## src/rtl/io_port_ctrl.sv

```systemverilog
// Memory-mapped switch/display I/O port on the CPU data bus: debounced switches, sticky change flags, 7-segment display.
// Latency: reads are combinational; switch level reaches st/chg at edge 2+DB_CYCLES; a display write is visible the cycle after it lands.
// Backpressure: none. Every bus access completes in one cycle, and io_hit selects this block's read data in the CPU data path.
module io_port_ctrl #(
    parameter logic [15:0] ADDR_SW   = 16'hFFF0,
    parameter logic [15:0] ADDR_STAT = 16'hFFF2,
    parameter logic [15:0] ADDR_DISP = 16'hFFF4,
    parameter int unsigned DB_CYCLES = 4
) (
    input  logic        clock,
    input  logic        reset,
    input  logic [15:0] draddr,
    input  logic [15:0] dwdata,
    input  logic        dwrite,
    input  logic        dread,
    input  logic        io_sw0,
    input  logic        io_sw1,
    output logic [15:0] io_rdata,
    output logic        io_hit,
    output logic [6:0]  io_display
);

    // The last count before the stable value flips; the counter never goes past it.
    localparam logic [15:0] CNT_MAX = 16'(DB_CYCLES - 1);

    logic [1:0]       s1_q, s2_q;
    logic [1:0]       st_q, st_d;
    logic [1:0]       chg_q, chg_d;
    logic [1:0][15:0] cnt_q, cnt_d;
    logic [3:0]       dval_q, dval_d;
    logic             blank_q, blank_d;
    logic             hit_sw, hit_stat, hit_disp;
    logic             rd_stat, wr_disp;
    logic [6:0]       seg;
    logic             unused_wdata;

    // The upper write-data bits have no backing storage.
    assign unused_wdata = ^dwdata[15:5];

    assign hit_sw   = (draddr == ADDR_SW);
    assign hit_stat = (draddr == ADDR_STAT);
    assign hit_disp = (draddr == ADDR_DISP);
    assign io_hit   = hit_sw | hit_stat | hit_disp;
    assign rd_stat  = dread & hit_stat;
    assign wr_disp  = dwrite & hit_disp;

    // Debounce counters and sticky flags. A flag set on this edge overrides a clear-on-read on the same edge.
    always_comb begin
        st_d  = st_q;
        chg_d = rd_stat ? 2'b00 : chg_q;
        cnt_d = cnt_q;
        for (int i = 0; i < 2; i++) begin
            if (s2_q[i] == st_q[i]) begin
                cnt_d[i] = '0;
            end else if (cnt_q[i] == CNT_MAX) begin
                st_d[i]  = s2_q[i];
                cnt_d[i] = '0;
                chg_d[i] = 1'b1;
            end else begin
                cnt_d[i] = cnt_q[i] + 16'd1;
            end
        end
    end

    // Display register write. Writes to the switch and status addresses are ignored.
    always_comb begin
        dval_d  = dval_q;
        blank_d = blank_q;
        if (wr_disp) begin
            dval_d  = dwdata[3:0];
            blank_d = dwdata[4];
        end
    end

    // All state registers, including the two-flop synchronizers on the raw switches.
    always_ff @(posedge clock or negedge reset) begin
        if (!reset) begin
            s1_q    <= '0;
            s2_q    <= '0;
            st_q    <= '0;
            chg_q   <= '0;
            cnt_q   <= '0;
            dval_q  <= '0;
            blank_q <= 1'b0;
        end else begin
            s1_q    <= {io_sw1, io_sw0};
            s2_q    <= s1_q;
            st_q    <= st_d;
            chg_q   <= chg_d;
            cnt_q   <= cnt_d;
            dval_q  <= dval_d;
            blank_q <= blank_d;
        end
    end

    // Combinational read mux. Returning pre-edge state makes a read that coincides with a write see the old value.
    always_comb begin
        io_rdata = '0;
        if (dread) begin
            if (hit_sw)        io_rdata = {14'b0, st_q};
            else if (hit_stat) io_rdata = {14'b0, chg_q};
            else if (hit_disp) io_rdata = {11'b0, blank_q, dval_q};
        end
    end

    // Hex to active-high segments {g,f,e,d,c,b,a}.
    always_comb begin
        case (dval_q)
            4'h0: seg = 7'b0111111;
            4'h1: seg = 7'b0000110;
            4'h2: seg = 7'b1011011;
            4'h3: seg = 7'b1001111;
            4'h4: seg = 7'b1100110;
            4'h5: seg = 7'b1101101;
            4'h6: seg = 7'b1111101;
            4'h7: seg = 7'b0000111;
            4'h8: seg = 7'b1111111;
            4'h9: seg = 7'b1101111;
            4'hA: seg = 7'b1110111;
            4'hB: seg = 7'b1111100;
            4'hC: seg = 7'b0111001;
            4'hD: seg = 7'b1011110;
            4'hE: seg = 7'b1111001;
            default: seg = 7'b1110001;
        endcase
    end

    assign io_display = blank_q ? 7'b0000000 : seg;

endmodule

```

## config.mk

```make
export PLATFORM = sky130hd
export DESIGN_NAME = io_port_ctrl
export DESIGN_NICKNAME = d
export VERILOG_FILES = /design/src/rtl/io_port_ctrl.sv
export SDC_FILE = /design/constraint.sdc
export NUM_CORES = 1
export LEC_CHECK = 0
export CORE_MARGIN = 2
export CORE_UTILIZATION = 43
export CTS_CLUSTER_DIAMETER = 200
export CTS_CLUSTER_SIZE = 25
export DETAILED_ROUTE_END_ITERATION = 12
export PLACE_DENSITY = 0.81
export SYNTH_ARGS = -nofsm -noshare
export SYNTH_HDL_FRONTEND = slang
export SYNTH_SLANG_ARGS = --single-unit
```

## constraint.sdc

```tcl
create_clock -name clock -period 2.95 [get_ports clock]
set_input_delay 0.59 -clock clock [delete_from_list [all_inputs] [get_ports clock]]
set_output_delay 0.59 -clock clock [all_outputs]
set_load 0.05 [all_outputs]
```

==> flow_summary.ini <==
[floorplan]
die-area_um2 = 6410
dieWidth_um = 80.0
io_pins = 62
rows = 27
core_um2 = 5540
start_util_pct = 44.9
die_h_um = 80.0

[synthesis]
synth_area_leaders = dfrtp_1 (45%), xor2_1 (5.6%), nor2_1 (5.4%)
async_reset_ff_share_pct = 100
yosysTopAreaCell = dfrtp_1
synth_edf_count = 0
syn_inst = 254
ys_seq_area_share_pct = 45.3
synth_top_area_share_pct = 45.3
ys_ff_latch = 45
yosys.cell_count.top_type = dfrtp_1
synth.avg_cell_area_um2 = 9.79
synth_common_cells = dfrtp_1 (45), nor2_1 (36), nand2_1 (18), xor2_1 (16), nand4_1 (13)
synthFlopType = dfrtp_1
syn_area_um2 = 2490
synth_warnings = 0
synth.distinct_cells = 42

[global_route]
gr-total-overflow = 0
grt_pass1_wl_um = 8230
grt_max_degree = 46
grt_pass1_vias = 1882
grt_use_total_pct = 16.3
antenna_found_initial = 0

[detailed_routing]
dr.pass1.iters = 4
drcViolationCount = 0
viasPerCell = 5.37
vias = 1970
ant_nets = 0
dr.first_iter.drc_count = 128
wl_per_cell_um = 13.2
drt_wl_total_um = 4840

[clock_network]
postCtsHoldBufs = 0
htree_levels = 2
clock_latency_ns = 0.29
cts.reportedPaths.clkPinSlew_ns = 0.07
cts_tree = done
clockRootBuffer = clkbuf_8
cts_buffers = 5
clk_path_buf_depth = 2
cts-resized-gates = 0
cts_sinks = 45
postCtsSetupRepairBufs = 0

[setup_path]
cp_slowest_stage_delay_ns = 0.40
worstSetupStartpointType = input port
cp-end-kind = output port
crit_path_cell_trace = clkdlybuf4s50_1 > nand4bb_1 > nor4_1 > buf_4 > a22oi_1 > nor2b_1 > buf_12
critPathKind = input port to output port
slowest_stage = clkdlybuf4s50_1
worstPathArrival_ns = 2.14
critPathMaxFanout = 5
required_ns = 2.36

[status]
status = finished, final reports clean

[placed_design]
place_hpwl_um = 3610
dp.cells = 360
pre_cts_slack_ns = 0.196
port_buffers = 39
routabilityCongestion = 0.830

[sta]
setup_viol = 0
layout_setup_ws_ns = 0.219
slew_violations = 0
min_period_ns = 2.73
skew_ns = 0.00788
rsz0062_at_grt = no
max_freq_mhz = 366
finalHoldViolations = 0
fin_hold_ws_ns = 0.351
relSlewSlack_pct = 37.7
tightest_slew_ns = 0.935
finalCritPeriodShare_pct = 92.6
setup_tns_ns = 0

[layout]
syn_to_final_growth_pct = 23.5
diodes = 0
layout-drive-gt1-share_pct = 12.2
finalNonFillerCells = 367
layout.nets = 341

[flow_run]
drv_cap = 0

[power_and_ir_drop]
vdd_ir_drop_max_mv = 0.257
leakagePower_uw = 0.00131
p_per_area_nw_per_um2 = 464

[min_path]
hold_class = flip-flop to flip-flop
==> cell usage in the layout, fill, tap and decap left out, drive strengths merged, types with 11 or more instances in the layout <==
cell type	count
xor2	16
nand4	14
dfrtp	45
xnor2	11
nor4	12
clkdlybuf4s50	25
nand2	18
nor2	36
conb	11
buf	13
==> sequential cells by signal, summed over array words and instances (netlist names) <==
signal and flops:
st_q 2, s2_q 2, dval_q 4, cnt_q 32
chg_q 2, blank_q 1, s1_q 2
==> report_power, final <==
group,internal [uW],switching [uW]
sequential,669,52.5
combinational,102,165
clock,246,189
total,1020,406
==> worst max-delay path, delay by kind of cell <==
kind | cells | cell delay, ns
simple gates | 3 | 0.72
buf+inv | 3 | 0.75
compound gates | 1 | 0.08
==> metal layers <==
| metal | vias to the layer above | GRT usage, % | part of all wire, % |
|---|---|---|---|
| met1 | 936 | 20.0 | 44 |
| met2 | 65 | 26.8 | 48 |
| met3 | 6 | 4.41 | 7.2 |
| met4 | 0 | 7.12 | 1.5 |
| met5 | - | 0 | 0 |
| li1 | 963 | - | - |
==> worst paths after layout <==
| check | slack (ns) | startpoint | cells after the start | endpoint |
|---|---|---|---|---|
| min in group asynchronous | 0.44 | reset | 1 | cnt_q[21] |
| setup / recovery | 0.22 | draddr[3] | 7 | io_rdata[0] |
| hold reg to reg | 0.35 | s1_q[1] | 0 | s2_q[1] |
| max in group asynchronous | 1.93 | reset | 1 | s2_q[0] |
| setup reg to reg | 1.10 | cnt_q[16] | 5 | cnt_q[28] |
| hold / removal | 0.35 | s1_q[1] | 0 | s2_q[1] |
==> logic make-up after synthesis <==
logic type | Yosys count | synth area share [%]
AOI/OAI and AO/OA | 24 | 6.49
muxes | 9 | 4.08
buffers and inverters | 23 | 5.18
xor gates and xnor gates | 27 | 9.51
DFF | 45 | 45.3
other | 1 | 0.151
adders and majority gates | 8 | 4.03
and+or+nand+nor | 117 | 25.3
==> area by class of cell <==
type | instances | area [um2]
Timing Repair Buffer | 41 | 458
Fill cell | 483 | 2470
Clock inverter | 2 | 35.0
Multi-Input combinational cell | 196 | 1270
Sequential cell | 45 | 1130
Inverter | 6 | 22.5
Tap cell | 72 | 90.1
Clock buffer | 5 | 68.8
==> per-stage QoR <==
stage / utilization (%) / area [um2] / total power, uW
after floorplan: - / 2520 / 928
final: 55.4 / 3070 / 1420
after detailed placement: 53.4 / 2960 / 1000
after global placement: 53.4 / 2960 / 995
after global routing: 55.4 / 3070 / 1510
after CTS: 55.3 / 3060 / 1440
(Power assumes the default switching activity.)
